**src/rtl/page_walker.sv**
```systemverilog
// page_walker: two-level (10/10/12) hardware page-table walker servicing TLB misses.
//
// A TLB miss (fault) latches the faulting virtual address and the page-table base,
// then reads the level-1 and level-0 PTEs through a req/gnt/rvalid read port. A
// successful walk returns the physical address on fault_input with a one-cycle
// unfault strobe, followed by one HOLD cycle that ignores the TLB's stale fault.
// A failed walk raises page_fault (fault_input = va) until pf_ack.
//
// PTE format: bit0 V, bit1 L (leaf), [31:12] PPN.
//
// Optional feature: define PAGE_WALKER_SUPERPAGE_EN to accept a level-1 leaf as a
// superpage. Without it a level-1 leaf is reported as a page fault.
//
// Ports:
//   clk, rst          clock; asynchronous active-low reset
//   fault             TLB miss request (level)
//   compare_input     faulting virtual address
//   ptbr              page table base, bits [31:12] used
//   fault_input       translated physical address (or va on page fault)
//   unfault           one-cycle refill strobe
//   mem_req/mem_addr  registered read request, held until mem_gnt
//   mem_gnt           request accepted this cycle
//   mem_rvalid/rdata  read data return
//   page_fault        failed translation, held until pf_ack
//   pf_ack            page fault acknowledge
//   busy              walker not idle
module page_walker #(
    parameter int unsigned BIT_COUNT = 32,
    parameter int unsigned PAGE_BITS = 12
) (
    input  logic                 clk,
    input  logic                 rst,
    input  logic                 fault,
    input  logic [BIT_COUNT-1:0] compare_input,
    input  logic [BIT_COUNT-1:0] ptbr,
    output logic [BIT_COUNT-1:0] fault_input,
    output logic                 unfault,
    output logic                 mem_req,
    output logic [BIT_COUNT-1:0] mem_addr,
    input  logic                 mem_gnt,
    input  logic                 mem_rvalid,
    input  logic [BIT_COUNT-1:0] mem_rdata,
    output logic                 page_fault,
    input  logic                 pf_ack,
    output logic                 busy
);

    localparam int unsigned PpnW = BIT_COUNT - PAGE_BITS;
    localparam int unsigned VpnW = PpnW / 2;

    typedef enum logic [2:0] {
        StIdle,
        StL1Req,
        StL1Wait,
        StL0Req,
        StL0Wait,
        StHold,
        StPf
    } state_e;

    state_e                state_q, state_d;
    logic [BIT_COUNT-1:0]  va_q, va_d;
    logic [PpnW-1:0]       base_q, base_d;
    logic [BIT_COUNT-1:0]  fault_input_q, fault_input_d;
    logic                  unfault_q, unfault_d;
    logic                  mem_req_q, mem_req_d;
    logic [BIT_COUNT-1:0]  mem_addr_q, mem_addr_d;
    logic                  page_fault_q, page_fault_d;

    logic                  pte_v;
    logic                  pte_l;
    logic [PpnW-1:0]       pte_ppn;

    assign pte_v   = mem_rdata[0];
    assign pte_l   = mem_rdata[1];
    assign pte_ppn = mem_rdata[BIT_COUNT-1:PAGE_BITS];

    // PTE flag-gap bits and the ptbr offset are architecturally ignored.
    logic unused_ok;
    assign unused_ok = ^{ptbr[PAGE_BITS-1:0], mem_rdata[PAGE_BITS-1:2]};

    always_comb begin
        state_d       = state_q;
        va_d          = va_q;
        base_d        = base_q;
        fault_input_d = fault_input_q;
        unfault_d     = 1'b0;
        mem_req_d     = mem_req_q;
        mem_addr_d    = mem_addr_q;
        page_fault_d  = page_fault_q;

        case (state_q)
            StIdle: begin
                if (fault) begin
                    va_d    = compare_input;
                    base_d  = ptbr[BIT_COUNT-1:PAGE_BITS];
                    state_d = StL1Req;
                end
            end

            StL1Req: begin
                // First cycle here launches the request from the latched va/base;
                // a grant only counts once the request is actually visible.
                if (!mem_req_q) begin
                    mem_req_d  = 1'b1;
                    mem_addr_d = {base_q, va_q[BIT_COUNT-1 -: VpnW], 2'b00};
                end else if (mem_gnt) begin
                    mem_req_d = 1'b0;
                    state_d   = StL1Wait;
                end
            end

            StL1Wait: begin
                if (mem_rvalid) begin
                    if (!pte_v) begin
                        page_fault_d  = 1'b1;
                        fault_input_d = va_q;
                        state_d       = StPf;
                    end else if (!pte_l) begin
                        // Pointer PTE: next table base, issue the L0 read straight away.
                        base_d     = pte_ppn;
                        mem_req_d  = 1'b1;
                        mem_addr_d = {pte_ppn, va_q[PAGE_BITS +: VpnW], 2'b00};
                        state_d    = StL0Req;
                    end else begin
`ifdef PAGE_WALKER_SUPERPAGE_EN
                        fault_input_d = {mem_rdata[BIT_COUNT-1 -: VpnW],
                                         va_q[BIT_COUNT-VpnW-1:0]};
                        unfault_d     = 1'b1;
                        state_d       = StHold;
`else
                        page_fault_d  = 1'b1;
                        fault_input_d = va_q;
                        state_d       = StPf;
`endif
                    end
                end
            end

            StL0Req: begin
                if (mem_gnt) begin
                    mem_req_d = 1'b0;
                    state_d   = StL0Wait;
                end
            end

            StL0Wait: begin
                if (mem_rvalid) begin
                    if (pte_v && pte_l) begin
                        fault_input_d = {pte_ppn, va_q[PAGE_BITS-1:0]};
                        unfault_d     = 1'b1;
                        state_d       = StHold;
                    end else begin
                        page_fault_d  = 1'b1;
                        fault_input_d = va_q;
                        state_d       = StPf;
                    end
                end
            end

            // The TLB still shows fault for the refilled miss during this cycle.
            StHold: begin
                state_d = StIdle;
            end

            StPf: begin
                if (pf_ack) begin
                    page_fault_d = 1'b0;
                    state_d      = StIdle;
                end
            end

            default: begin
                state_d      = StIdle;
                mem_req_d    = 1'b0;
                page_fault_d = 1'b0;
            end
        endcase
    end

    always_ff @(posedge clk or negedge rst) begin
        if (!rst) begin
            state_q       <= StIdle;
            va_q          <= '0;
            base_q        <= '0;
            fault_input_q <= '0;
            unfault_q     <= 1'b0;
            mem_req_q     <= 1'b0;
            mem_addr_q    <= '0;
            page_fault_q  <= 1'b0;
        end else begin
            state_q       <= state_d;
            va_q          <= va_d;
            base_q        <= base_d;
            fault_input_q <= fault_input_d;
            unfault_q     <= unfault_d;
            mem_req_q     <= mem_req_d;
            mem_addr_q    <= mem_addr_d;
            page_fault_q  <= page_fault_d;
        end
    end

    assign fault_input = fault_input_q;
    assign unfault     = unfault_q;
    assign mem_req     = mem_req_q;
    assign mem_addr    = mem_addr_q;
    assign page_fault  = page_fault_q;
    assign busy        = (state_q != StIdle);

endmodule

```
**config.mk**
```make
export PLATFORM = sky130hd
export DESIGN_NAME = page_walker
export DESIGN_NICKNAME = d
export VERILOG_FILES = /design/src/rtl/page_walker.sv
export SDC_FILE = /design/constraint.sdc
export NUM_CORES = 1
export LEC_CHECK = 0
export CORE_ASPECT_RATIO = 0.5
export CORE_UTILIZATION = 51
export CTS_CLUSTER_DIAMETER = 80
export DETAILED_ROUTE_END_ITERATION = 8
export HOLD_SLACK_MARGIN = 0.12
export MAX_ROUTING_LAYER = met4
export PLACE_DENSITY = 0.86
export SETUP_SLACK_MARGIN = 0.1
export SYNTH_ARGS = -nofsm -noshare
export SYNTH_HDL_FRONTEND = slang
export SYNTH_SLANG_ARGS = --single-unit
export TNS_END_PERCENT = 50
```
**constraint.sdc**
```tcl
create_clock -name clk -period 4.16 [get_ports clk]
set_input_delay 0.416 -clock clk [delete_from_list [all_inputs] [get_ports clk]]
set_output_delay 0.416 -clock clk [all_outputs]
set_load 0.01 [all_outputs]
```
==> results.ini <==
[yosys]
synthMuxAreaShare = 0.353
synthTopCellsByArea = dfrtp_1 53%, mux2_2 19%, mux2_4 10%
ys_ff_latch = 120
synth-async-reset-ratio = 1.00
ys.flop_type = dfrtp_1
synthTopCellsByCount = 120 x dfrtp_1, 97 x mux2_2, 38 x mux2_4
synth_most_common_cell = dfrtp_1
syn_inst = 402
synth-edff-count = 0
yosys.area_share.simple = 0.0403
synth_compound_area_frac = 0.0407
yosys.area_share.xor_xnor = 0
synth.largest_area_cell = dfrtp_1
ys_warn_count = 0
yosysSeqAreaShare = 0.534
synth_top_area_share = 0.534
synth_area_per_cell_um2 = 14.0
syn_area_um2 = 5620
synth.distinct_cells = 35
synth_top_family_by_area = multiplexers
synthAdderAreaFrac = 0

[timing]
post-route-period-util = 0.642
setup_viol = 0
finalHoldViolations = 0
tns_ns = 0
fin_skew_ns = 0.00751
slew_headroom = 0.338
clock.fmax_mhz = 374
finalCriticalPeriod_ns = 2.67
rsz0062_at_grt = no
tightest_slew_ns = 0.991
fin_hold_ws_ns = 0.476
drv_slew = 0

[min_path]
min-delay-start = va_q[6]
min_to = va_q[6]
worstHoldPathCells = 1
min_path_type = reg2reg

[critical_path]
ff2ff_setup_slack_ns = 1.49
reg2reg_to = mem_addr[25]
crit_buf_inv = 1
cp-end-kind = flop
cp_max_fo = 29
reg2reg_from = state_q[1]
path_class = reg2reg
start_kind = flop
path_cells = nor2b_1 > nor2b_4 > buf_12 > mux2_2 > mux2_2
crit_path_max_incr_delay_ns = 0.69
crit_top_cell = mux2_2
critPathTopFamily = simple AND/OR/NAND/NOR gates
arrival_ns = 2.96
r2r_cells = 5
crit_slowest_cell = nor2b_4
cp.required_ns = 4.45

[pwr]
p_leak_nw = 3.26
p_int_mw = 4.48
power.switching_mw = 2.03
pwr_density_cell_nw_per_um2 = 837
power.share.combinational = 0.444
pwr-share-clk = 0.218
pwr-share-seq = 0.338
peakVddDrop_uv = 399
p_total_mw = 6.50
p_sw_frac = 0.311

[layout]
multi_input_area_um2 = 2490
area_growth_pct = 38.3
final_core_util = 0.744
n_antenna_cell = 0
drive_gt1_frac = 0.315
nets = 649
seq_area_um2 = 3000
nFillCells = 668
finalInstanceArea_um2 = 7770

[cts]
root_buffer = clkbuf_16
clk_latency_ns = 0.41
cts_buffers = 17
ctsLongestPathBuffers = 2
cts_sinks = 120
cts_setup_buffers = 0
cts_tree = yes
cts_max_level = 4
clkTransAtPathRegs_ns = 0.05

[global_route]
grt_overflow_total = 0
grt_pass1_wl_um = 20900
grt_usage = 0.248
grt_pass1_vias = 3971
grt_antenna_before_repair = 0
grt_max_degree = 51

[floorplanning]
die_x_um = 150
row_count = 26
core_um2 = 10400
initial_core_util = 0.538
die_h_um = 76.2
io_pins = 170
dieArea_um2 = 11500

[route]
num_vias = 3706
dr.first_iter.drc_count = 181
drtPass1Iterations = 4
antenna_left = 0
drc_errors = 0
wirelength_um = 12900
wl_per_cell_um = 18.5
vias_per_cell = 5.31

[place]
dp_hpwl_um = 8510
portBuffers = 145
placed_area_um2 = 7190
gp_congestion = 0.770

[run]
maxCapViolCount = 0

[status]
status = finished clean

power groups by stage:
stage	registers, mW	logic, mW	clock network [mW]
2_1_floorplan	2.21	1.74	0
4_1_cts	2.20	2.92	1.43
3_5_place_dp	2.20	2.89	0
6_report	2.20	2.89	1.42
3_3_place_gp	2.17	2.81	0
5_1_grt	2.28	3.09	1.49
kinds of logic (layout without fill, tap and decap cells):
logic type | after synthesis | after routing
compound gates | 38 | 38
flops | 120 | 120
other cells | 1 | 2
simple gates | 46 | 46
buf+inv | 31 | 186
mux | 166 | 166
registers in the layout, indices dropped and copies added, names as in the netlist:
name         flops
page_fault       1
mem_addr        30
state_q          3
fault_input     32
base_q          20
va_q            32
unfault          1
mem_req          1
final cells by class:
cell class | instances | area share
clock buffer | 22 | 0.0610
clock inverter | 8 | 0.0126
inverter | 4 | 0.00193
multi-input combinational | 252 | 0.320
sequential | 120 | 0.386
tap | 140 | 0.0225
timing repair buffer | 152 | 0.195
how the worst max path moves through the flow:
| stage | start | end | slack [ns] | depth (start not counted) |
|---|---|---|---|---|
| after floorplan | state_q[0] | fault_input[13] | 2.28 | 5 |
| after global placement | mem_rvalid | mem_addr[27] | 1.40 | 5 |
| after detailed placement | mem_rvalid | mem_addr[25] | 1.39 | 5 |
| after CTS | state_q[1] | mem_addr[3] | 1.51 | 5 |
| after global routing | state_q[1] | mem_addr[3] | 1.34 | 5 |
| final | state_q[1] | mem_addr[25] | 1.49 | 5 |
through the flow:
| stage | cells | setup slack (ns) |
|---|---|---|
| 2_1_floorplan | 403 | 2.28 |
| 3_3_place_gp | 667 | 1.40 |
| 3_5_place_dp | 667 | 1.39 |
| 4_1_cts | 698 | 1.51 |
| 5_1_grt | 698 | 1.34 |
| 6_report | 698 | 1.49 |
layer usage:
metal / GRT usage / share of wire
met1: 0.306 / 0.45
met2: 0.406 / 0.50
met3: 0.0563 / 0.043
met4: 0.0818 / 0.010
met5: - / 0
cell usage in the layout, fill, tap and decap left out, drive strengths merged, types with 2 or more instances in the layout:
cell type      instances
buf                    7
nor2b                  5
nor2                  27
o21ai                  2
clkbuf                22
clkinv                 3
mux2i                 21
conb                   2
bufinv                 2
a21oi                 25
nor3b                  2
clkdlybuf4s50        144
mux2                 145
nand3b                 2
nand2                  5
o22ai                  2
inv                    4
clkinvlp               3
dfrtp                120
what timing repair did:
| item | CTS | global route |
|---|---|---|
| gates resized for setup | 0 | 0 |
| hold buffers | 1 | 0 |
| endpoints found under the hold margin | 48 | 0 |
(Power assumes the default switching activity.)
